## src/rtl/fixed_point_pkg.sv

```systemverilog
// Shared types for the 16-bit fixed-point adder and its request arbiter.
package fixed_point_pkg;

    localparam int DATA_W   = 16;
    // Widest requester ID the arbiter supports (N_REQ up to 8).
    localparam int MAX_ID_W = 3;

    typedef struct packed {
        logic [DATA_W-1:0] a;
        logic [DATA_W-1:0] b;
        logic              cin;
    } add_op_t;

    typedef struct packed {
        logic [MAX_ID_W-1:0] id;
        logic [DATA_W-1:0]   result;
        logic                cout;
        logic                overflow;
        logic                negative;
    } add_resp_t;

    typedef enum logic {
        EMPTY = 1'b0,
        FULL  = 1'b1
    } resp_state_t;

endpackage

```

## src/rtl/adder.sv

```systemverilog
// Combinational 16-bit adder with carry, signed overflow and sign flags.
module adder
    import fixed_point_pkg::*;
(
    input  logic [DATA_W-1:0] a,
    input  logic [DATA_W-1:0] b,
    input  logic              cin,
    output logic [DATA_W-1:0] result,
    output logic              cout,
    output logic              overflow_flag,
    output logic              negative
);

    logic [DATA_W:0] sum;

    assign sum           = {1'b0, a} + {1'b0, b} + {{DATA_W{1'b0}}, cin};
    assign result        = sum[DATA_W-1:0];
    assign cout          = sum[DATA_W];
    // Overflow only when both operands share a sign the result does not.
    assign overflow_flag = (a[DATA_W-1] == b[DATA_W-1]) && (sum[DATA_W-1] != a[DATA_W-1]);
    assign negative      = sum[DATA_W-1];

endmodule

```

## src/rtl/adder_arbiter.sv

```systemverilog
// Round-robin arbiter sharing one adder among N_REQ requesters, with a
// single registered response slot that supports drain-and-refill per cycle.
module adder_arbiter
    import fixed_point_pkg::*;
#(
    parameter  int N_REQ = 4,
    localparam int ID_W  = $clog2(N_REQ)
) (
    input  logic                    clk,
    input  logic                    rst,
    input  logic [N_REQ-1:0]        req_valid,
    output logic [N_REQ-1:0]        req_ready,
    input  logic [DATA_W*N_REQ-1:0] req_a,
    input  logic [DATA_W*N_REQ-1:0] req_b,
    input  logic [N_REQ-1:0]        req_cin,
    output logic                    resp_valid,
    input  logic                    resp_ready,
    output logic [ID_W-1:0]         resp_id,
    output logic [DATA_W-1:0]       resp_result,
    output logic                    resp_cout,
    output logic                    resp_overflow,
    output logic                    resp_negative
);

    resp_state_t       state_q, state_d;
    logic [ID_W-1:0]   rr_ptr;
    logic [ID_W-1:0]   grant_idx;
    logic [ID_W:0]     pos;
    logic              grant_found;
    logic              can_accept;
    logic              transfer;
    add_op_t           op;
    add_resp_t         resp_q, resp_d;
    logic [DATA_W-1:0] sum;
    logic              sum_cout, sum_ovf, sum_neg;

    assign resp_valid = (state_q == FULL);
    // Free slot, or the current result leaves this same cycle.
    assign can_accept = (state_q == EMPTY) || (resp_valid && resp_ready);
    assign transfer   = |req_ready;

    // Find the first valid requester starting at rr_ptr, wrapping modulo N_REQ.
    always_comb begin
        grant_found = 1'b0;
        grant_idx   = '0;
        pos         = '0;
        for (int k = 0; k < N_REQ; k++) begin
            pos = {1'b0, rr_ptr} + (ID_W+1)'(k);
            if (pos >= (ID_W+1)'(N_REQ)) pos = pos - (ID_W+1)'(N_REQ);
            if (!grant_found && req_valid[pos[ID_W-1:0]]) begin
                grant_found = 1'b1;
                grant_idx   = pos[ID_W-1:0];
            end
        end
    end

    // One-hot ready to the granted requester; held low during reset.
    always_comb begin
        req_ready = '0;
        if (!rst && can_accept && grant_found) req_ready[grant_idx] = 1'b1;
    end

    // Steer the granted requester's operands into the shared adder.
    always_comb begin
        op = '0;
        for (int i = 0; i < N_REQ; i++) begin
            if (grant_idx == ID_W'(i)) begin
                op.a   = req_a[i*DATA_W +: DATA_W];
                op.b   = req_b[i*DATA_W +: DATA_W];
                op.cin = req_cin[i];
            end
        end
    end

    adder u_adder (op.a, op.b, op.cin, sum, sum_cout, sum_ovf, sum_neg);

    // Pack adder outputs and the winner's ID for the response register.
    always_comb begin
        resp_d          = '0;
        resp_d.id       = MAX_ID_W'(grant_idx);
        resp_d.result   = sum;
        resp_d.cout     = sum_cout;
        resp_d.overflow = sum_ovf;
        resp_d.negative = sum_neg;
    end

    // Response slot occupancy: refill keeps it FULL, a bare drain empties it.
    always_comb begin
        state_d = state_q;
        case (state_q)
            EMPTY:   if (transfer) state_d = FULL;
            FULL:    if (transfer) state_d = FULL;
                     else if (resp_ready) state_d = EMPTY;
            default: state_d = EMPTY;
        endcase
    end

    // State, round-robin pointer and response register.
    always_ff @(posedge clk) begin
        if (rst) begin
            state_q <= EMPTY;
            rr_ptr  <= '0;
            resp_q  <= '0;
        end else begin
            state_q <= state_d;
            if (transfer) begin
                resp_q <= resp_d;
                rr_ptr <= (grant_idx == ID_W'(N_REQ - 1)) ? '0 : grant_idx + ID_W'(1);
            end
        end
    end

    assign resp_id       = resp_q.id[ID_W-1:0];
    assign resp_result   = resp_q.result;
    assign resp_cout     = resp_q.cout;
    assign resp_overflow = resp_q.overflow;
    assign resp_negative = resp_q.negative;

endmodule

```

## config.mk

```make
export PLATFORM = sky130hd
export DESIGN_NAME = adder_arbiter
export DESIGN_NICKNAME = d
export VERILOG_FILES = /design/src/rtl/fixed_point_pkg.sv /design/src/rtl/adder.sv /design/src/rtl/adder_arbiter.sv
export SDC_FILE = /design/constraint.sdc
export NUM_CORES = 1
export LEC_CHECK = 0
export CORE_AREA = 3 3 77 97
export CTS_BUF_LIST = sky130_fd_sc_hd__clkbuf_2 sky130_fd_sc_hd__clkbuf_4 sky130_fd_sc_hd__clkbuf_8
export CTS_CLUSTER_DIAMETER = 200
export DETAILED_ROUTE_END_ITERATION = 8
export DIE_AREA = 0 0 80 100
export GPL_TIMING_DRIVEN = 0
export PLACE_DENSITY = 0.94
export RECOVER_POWER = 100
export SLEW_MARGIN = 20
export SYNTH_ARGS = -nofsm -noshare
export SYNTH_HDL_FRONTEND = slang
export SYNTH_SLANG_ARGS = --single-unit
```

## constraint.sdc

```tcl
create_clock -name clk -period 8.9 [get_ports clk]
set_clock_uncertainty 0.15 [all_clocks]
set_input_delay 0.89 -clock clk [delete_from_list [all_inputs] [get_ports clk]]
set_output_delay 0.89 -clock clk [all_outputs]
set_load 0.02 [all_outputs]
```

# Word-level counts from Yosys, hierarchy flattened
# Cells that the tools add are included.
[word_totals] mem_count=0 rom_bits=0 wordCells=80 mem_bits_rw=0 latchBits=0 out_inout_bits=26 reg_bits=24
[op_classes] n_reduce_logical=15 n_eq_ne=5 shifts=0 mul=0 bitwise=1 n_div=0 n_mux=32 addsub=10 order_cmp=10
[op_table] operator="$mux 33" n=4
[op_table] operator="$mux 2" n=9
[op_table] operator="$add 16x16->17" n=1
[op_table] operator="$add 17x1->17" n=1
[op_table] operator="$lt 2x3->1 const B" n=5
[op_table] operator="$mux 1" n=12
[op_table] operator="$ge 3x3->1 const B" n=3
[op_table] operator="$bmux 1 s2" n=4
[op_table] operator="$logic_and 1x1->1" n=8
[op_table] operator="$sub 2x1->2 const B" n=4
[op_table] operator="$add 2x2->3 const B" n=2
[op_table] operator="$eq 2x2->1 const B" n=2
[op_table] operator="$logic_not 1->1" n=4
[op_table] operator="$mux 4" n=1
[op_table] operator="$reduce_or 4->1" n=1
[op_table] operator="$add 2x1->3 const B" n=1
[op_table] operator="$ge 2x3->1 const B" n=1
[op_table] operator="$add 2x1->2 const B" n=1
[op_table] operator="$demux 1 s2" n=1
[op_table] operator="$eq 2x1->1 const B" n=1
[op_table] operator="$ge 2x1->1 const B" n=1
[op_table] operator="$logic_not 2->1" n=1
[op_table] operator="$pmux 1 s2" n=1
[op_table] operator="$eq 1x1->1" n=1
[op_table] operator="other kinds (3)" n=3

# Longest topological paths before layout
[depth] depth_word=23 ltp_mapped=22 mapped_depth_nobuf=20

# Cells and area by module
# Synthesis repeated with hierarchy kept, for this count alone.
[unflattened] hier_cells=403 area_unflattened_um2=2950.3
[modules_own_cells] module="adder_arbiter" cells_per_inst=285 seq_area_each_um2=480.5 instances=1 area_per_inst_um2=2047.0
[modules_own_cells] module="adder" cells_per_inst=118 seq_area_each_um2=0.0 instances=1 area_per_inst_um2=903.4

# Worst setup path after synthesis
# Ideal clock, no wire load.
[synth_timing] path_type="input -> register" startpoint="input req_valid[0]" endpoint="register resp_q (netlist bit resp_result[14])" setup_slack_ps=4113 setup_ps=122 required_time_ps=8628 arrival_time_ps=4515 path_stages=17 path_buffers=3 cell_sequence="nor2b_1 > a21oi_1 > nor2_1 > a211oi_1 > ha_1 > clkbuf_2 > clkbuf_1 > clkbuf_1 > a21oi_1 > fa_1 > fa_1 > nand2b_1 > a21oi_1 > o22ai_1 > a21oi_2 > mux2i_1 > a311o_1"
[synth_via] elab_chain_cells=19 word_cells_on_any_way=40
[synth_lines] element="start, declared" line_no="adder_arbiter.sv:11" rtl="input logic [N_REQ-1:0] req_valid,"
[synth_lines] element="$bmux 1 s2" line_no="adder_arbiter.sv:50" rtl="if (!grant_found && req_valid[pos[ID_W-1:0]]) begin"
[synth_lines] element="$mux 1 (implied by the code)" line_no="adder_arbiter.sv:50"
[synth_lines] element="$mux 1" line_no="adder_arbiter.sv:50"
[synth_lines] element="$logic_not 1->1" line_no="adder_arbiter.sv:50"
[synth_lines] element="$logic_and 1x1->1" line_no="adder_arbiter.sv:50"
[synth_lines] element="$mux 1" line_no="adder_arbiter.sv:50"
[synth_lines] element="$logic_not 1->1" line_no="adder_arbiter.sv:50"
[synth_lines] element="$logic_and 1x1->1" line_no="adder_arbiter.sv:50"
[synth_lines] element="$mux 1" line_no="adder_arbiter.sv:50"
[synth_lines] element="$logic_not 1->1" line_no="adder_arbiter.sv:50"
[synth_lines] element="$logic_and 1x1->1" line_no="adder_arbiter.sv:50"
[synth_lines] element="$mux 2 *" line_no="adder_arbiter.sv:50"
[synth_lines] element="net grant_idx[0]" line_no="adder_arbiter.sv:27" rtl="logic [ID_W-1:0] grant_idx;"
[synth_lines] element="$logic_not 2->1" line_no="adder_arbiter.sv:67" rtl="if (grant_idx == ID_W'(i)) begin"
[synth_lines] element="$mux 33 (4 in series)" line_no="adder_arbiter.sv:67"
[synth_lines] element="$add 16x16->17" line_no="adder.sv:16" rtl="assign sum = {1'b0, a} + {1'b0, b} + {{DATA_W{1'b0}}, cin};"
[synth_lines] element="$add 17x1->17" line_no="adder.sv:16"
[synth_lines] element="end signal, assigned" line_no="adder_arbiter.sv:107" rtl="resp_q <= resp_d;"
[synth_lines] element="end, declared" line_no="adder_arbiter.sv:33" rtl="add_resp_t resp_q, resp_d;"
# Mark *: on every way through the listed nets, which the timed path passes. The rest lies on a longest branch. The select of a mux whose other input is x is not followed.
# A chain may end at the register's enable or synchronous reset.

# Worst setup path after layout
[layout_timing] startpoint="input req_valid[1]" endpoint="register resp_q (netlist bit resp_result[13])"
# The elaborated chain is that of the path after synthesis.

==> run_summary.xml <==
<?xml version="1.0" encoding="UTF-8"?>
<metrics>
  <group name="run_status">
    <metric name="run_status" unit="">complete, no violations</metric>
  </group>
  <group name="pwr">
    <metric name="share_comb_of_total_power" unit="%">75.5</metric>
    <metric name="lkg_pwr" unit="nW">1.86</metric>
    <metric name="power.clock.fraction" unit="%">7.5</metric>
    <metric name="netSwitchingPower" unit="mW">0.437</metric>
    <metric name="power_density" unit="mW/mm2">199</metric>
    <metric name="sequential_power_share" unit="%">17.0</metric>
    <metric name="internal-power" unit="mW">0.467</metric>
    <metric name="total_power" unit="mW">0.904</metric>
    <metric name="vdd.ir_drop.worst" unit="mV">0.112</metric>
    <metric name="sw_frac_of_total" unit="%">48.3</metric>
  </group>
  <group name="detailed_routing">
    <metric name="routed-via-count" unit="">3818</metric>
    <metric name="drt-wirelength-per-cell" unit="um">15.3</metric>
    <metric name="first_drt_pass_iteration_count" unit="">5</metric>
    <metric name="detail_route.vias_per_cell" unit="">5.51</metric>
    <metric name="postRouteAntennaNets" unit="">0</metric>
    <metric name="drc" unit="">0</metric>
    <metric name="overall_routed_net_length" unit="um">10600</metric>
    <metric name="drt_first_iter_violations" unit="">164</metric>
  </group>
  <group name="worst_hold_path">
    <metric name="holdCritStartpoint" unit="">resp_result[11]$_SDFFE_PP0P_</metric>
    <metric name="min_delay_worst_endpoint" unit="">resp_result[11]$_SDFFE_PP0P_</metric>
    <metric name="hp-class" unit="">reg2reg</metric>
    <metric name="hold_path_depth" unit="">2</metric>
  </group>
  <group name="synthesis">
    <metric name="postSynth.topFlopCell" unit="">dfxtp_1</metric>
    <metric name="post_synth_xor_area_fraction" unit="%">2.50</metric>
    <metric name="synth-edff-count" unit="">0</metric>
    <metric name="count_of_warnings_emitted_by_yosys" unit="">0</metric>
    <metric name="synth_adder_area_share" unit="%">9.90</metric>
    <metric name="synth_compound_area_share" unit="%">35.6</metric>
    <metric name="synthesis.instances" unit="">439</metric>
    <metric name="synth.distinct_cells" unit="">56</metric>
    <metric name="postSynthNetCount" unit="">599</metric>
    <metric name="yosys.area_share.simple" unit="%">28.9</metric>
    <metric name="sequential_fraction_of_the_synthesis_area" unit="%">16.4</metric>
    <metric name="count_of_state_elements_after_synthesis" unit="">23</metric>
    <metric name="synthArstFlopShare" unit="%">0</metric>
    <metric name="synth_top_family_by_area" unit="">compound AO/OA/AOI/OAI gates</metric>
    <metric name="post_synthesis_cell_area" unit="mm2">0.00281</metric>
    <metric name="multiplexer_fraction_of_the_synthesized_cell_area" unit="%">0.357</metric>
    <metric name="synthesis.area_per_instance" unit="um2">6.39</metric>
  </group>
  <group name="worst_setup_path">
    <metric name="critPathSlowestCell" unit="">a221oi_1</metric>
    <metric name="worst_setup_path_start_kind" unit="">primary input</metric>
    <metric name="timing_worst_setup_path_type" unit="">in2reg</metric>
    <metric name="crit_path_cell_trace" unit="">dlygate4sd3_1, inv_1, a21oi_1, nor2_1, a211oi_1, inv_1, ha_1, clkbuf_1, nor2b_1, clkbuf_1, clkbuf_1, a22oi_1, nor2_1, a21oi_1, o21ai_0, ha_1, a21o_1, or3_1, o211a_1, a221oi_1, xor2_1, o21ai_0</metric>
    <metric name="rrSetupSlack" unit="ps">3600</metric>
    <metric name="worst-r2r-cell-count" unit="">21</metric>
    <metric name="worstPathBufferInverterCount" unit="">6</metric>
    <metric name="critPathArrivalTime" unit="ps">6180</metric>
    <metric name="rr_startpoint" unit="">rr_ptr[0]$_SDFFE_PP0P_</metric>
    <metric name="worstPathMaxFanout" unit="">10</metric>
    <metric name="crit_path_frequent_cell" unit="">clkbuf_1</metric>
    <metric name="end_kind" unit="">flop</metric>
    <metric name="r2r_end" unit="">resp_result[13]$_SDFFE_PP0P_</metric>
    <metric name="critical_path.top_delay_family" unit="">compound AO/OA/AOI/OAI gates</metric>
    <metric name="critical_path.max_stage_delay" unit="ps">630</metric>
    <metric name="timing.critical_path.required" unit="ps">8900</metric>
  </group>
  <group name="cts">
    <metric name="cts_resized" unit="">0</metric>
    <metric name="clk-insertion-delay-late" unit="ps">270</metric>
    <metric name="ctsLongestPathBuffers" unit="">2</metric>
    <metric name="numCtsBuffers" unit="">3</metric>
    <metric name="clk_pin_slew_worst_paths" unit="ps">80</metric>
    <metric name="clock_sinks" unit="">23</metric>
    <metric name="post_cts_hold_buffer_count" unit="">0</metric>
    <metric name="cts_root_buffer" unit="">clkbuf_8</metric>
    <metric name="h-tree-depth" unit="">1</metric>
    <metric name="postCtsSetupRepairBufs" unit="">0</metric>
    <metric name="tritoncts" unit="">yes</metric>
  </group>
  <group name="sta">
    <metric name="finalSetupViolations" unit="">0</metric>
    <metric name="achievable-frequency" unit="MHz">162</metric>
    <metric name="grt_setup_unrepaired" unit="">no</metric>
    <metric name="slew_violations" unit="">0</metric>
    <metric name="period_minus_slack" unit="ps">6180</metric>
    <metric name="relSlewSlack" unit="%">18.4</metric>
    <metric name="layout_worst_path_cycle_share" unit="%">69.4</metric>
    <metric name="final-hold-violation-count" unit="">0</metric>
    <metric name="totalNegativeSetupSlack" unit="ps">0</metric>
    <metric name="transition_at_the_pin_with_the_smallest_max_transition_slack" unit="ps">1210</metric>
  </group>
  <group name="cells_and_area">
    <metric name="num-nets-final" unit="">767</metric>
    <metric name="finalNonFillerCells" unit="">693</metric>
    <metric name="layout_cell_share_with_drive_strength_beyond_1" unit="%">2.97</metric>
    <metric name="num_antenna_cells" unit="">0</metric>
    <metric name="area_delta_synth_final" unit="%">62.2</metric>
  </group>
  <group name="die">
    <metric name="rows" unit="">33</metric>
    <metric name="horizontal_die_dimension" unit="um">80</metric>
    <metric name="initial_utilization" unit="%">42.5</metric>
    <metric name="top_ports" unit="">165</metric>
    <metric name="floorplan.die.height" unit="um">100</metric>
    <metric name="die_area" unit="mm2">0.00800</metric>
    <metric name="core_area" unit="mm2">0.00661</metric>
  </group>
  <group name="grt">
    <metric name="grt_antenna_before_repair" unit="">0</metric>
    <metric name="grt_first_pass_wirelength" unit="um">16800</metric>
    <metric name="grt_max_degree" unit="">13</metric>
    <metric name="globalRoute.totalOverflow" unit="">0</metric>
    <metric name="groute.usage.overall" unit="%">25.9</metric>
    <metric name="number_of_global_route_vias_before_repair" unit="">3802</metric>
  </group>
  <group name="place">
    <metric name="gp_routability_congestion" unit="">0.844</metric>
    <metric name="count_of_input_and_output_buffers" unit="">163</metric>
    <metric name="numPlacedInstances" unit="">689</metric>
    <metric name="dp_hpwl" unit="um">9030</metric>
  </group>
  <group name="run">
    <metric name="maxCapViolations" unit="">0</metric>
  </group>
</metrics>
==> worst reg2reg max path: cells and delay by family, from the launching register on <==
family	cells	cell delay (ps)
AOI/OAI and AO/OA	9	2230
buffers and inverters	4	880
and+or+nand+nor	5	760
adders and majority gates	2	590
DFF	1	390
xor gates and xnor gates	1	200
==> final cells by class <==
class | count | area [um2]
inverters | 8 | 30.0
multi-input cells | 374 | 2130
clock buffers | 4 | 48.8
flip-flops and latches | 23 | 460
repair buffers | 163 | 1630
plain buffers | 34 | 143
well taps | 87 | 109
fillers | 582 | 2060
==> state kept, by name, indices dropped and copies added, names as in the netlist <==
signal	count
resp_id	2
rr_ptr	2
resp_result	16
resp_valid	1
resp_overflow	1
resp_cout	1
==> synthesized netlist by cell type (3+ instances only) <==
cell type | number | share of area [%]
nand2b_1 | 7 | 1.6
a22oi_1 | 17 | 4.5
o21ai_0 | 42 | 7.5
xor2_1 | 3 | 0.94
inv_1 | 8 | 1.1
nand3_1 | 12 | 2.1
a21o_1 | 3 | 0.80
nand2_1 | 65 | 8.7
nor2_1 | 64 | 8.6
nor2b_1 | 3 | 0.67
nor3_1 | 3 | 0.54
clkbuf_1 | 20 | 2.7
a211oi_1 | 6 | 1.6
nor4_2 | 3 | 1.3
ha_1 | 19 | 8.5
xnor2_1 | 5 | 1.6
and2_1 | 4 | 0.89
dfxtp_1 | 23 | 16
buf_2 | 6 | 1.1
buf_1 | 5 | 0.67
a21oi_1 | 74 | 13
==> placed cells by master (no fill, tap or decap), types with 5 or more instances in the layout <==
cell type          n
clkdlybuf4s50_1  138
a211oi_1           6
nand2_1           65
inv_1              8
o21ai_0           43
dfxtp_1           23
ha_1              19
xnor2_1            5
nand3_1           12
a22oi_1           17
nand2b_1           7
dlygate4sd3_1     25
a21oi_1           75
clkbuf_1          26
nor2_1            64
==> worst max-delay path by stage <==
stage / slack (ps) / cells after the start / to / from
after floorplan: 4110 / 17 / resp_result[14]$_SDFFE_PP0P_ / req_valid[0]
after global placement: 3060 / 21 / resp_result[14]$_SDFFE_PP0P_ / req_valid[0]
after detailed placement: 2900 / 21 / resp_result[14]$_SDFFE_PP0P_ / req_valid[1]
after CTS: 3180 / 18 / resp_result[14]$_SDFFE_PP0P_ / req_valid[1]
after global routing: 2320 / 22 / resp_result[15]$_SDFFE_PP0P_ / req_valid[1]
final: 2720 / 22 / resp_result[13]$_SDFFE_PP0P_ / req_valid[1]
==> power groups by stage <==
stage          sequential (mW)  combinational [mW]  clock, mW
6_report                 0.153               0.683     0.0681
5_1_grt                  0.157               0.753     0.0720
4_1_cts                  0.155               0.699     0.0669
3_5_place_dp             0.157               0.696          0
3_3_place_gp             0.157               0.670          0
2_1_floorplan            0.192               0.422          0
==> kinds of logic (layout without fill, tap and decap cells) <==
family,after synthesis,in the layout
AND/OR/NAND/NOR,178,178
AO/OA/AOI/OAI,166,166
buffers and inverters,42,209
flip-flops,23,23
adder cells (fa/ha/maj),21,21
XOR/XNOR,8,8
multiplexers,1,1
==> metrics by stage <==
step | worst slack [ps] | cell area [um2] | hold slack (ps) | utilization [%]
after floorplan | 4110 | 2810 | 326 | -
after global placement | 3060 | 4550 | 291 | 68.8
after detailed placement | 2900 | 4550 | 296 | 68.8
after CTS | 3180 | 4590 | 306 | 69.5
after global routing | 2320 | 4550 | 338 | 68.9
final | 2720 | 4550 | 304 | 68.9
==> routing by layer <==
| metal | wire (um) | vias up | GRT usage (%) |
|---|---|---|---|
| met5 | 0 | - | 0 |
| met4 | 409 | 0 | 11.7 |
| met3 | 794 | 33 | 4.22 |
| met2 | 5500 | 195 | 49.4 |
| met1 | 3940 | 1697 | 27.1 |
| li1 | - | 1893 | - |
No activity file was read; power rests on OpenSTA's default activity.
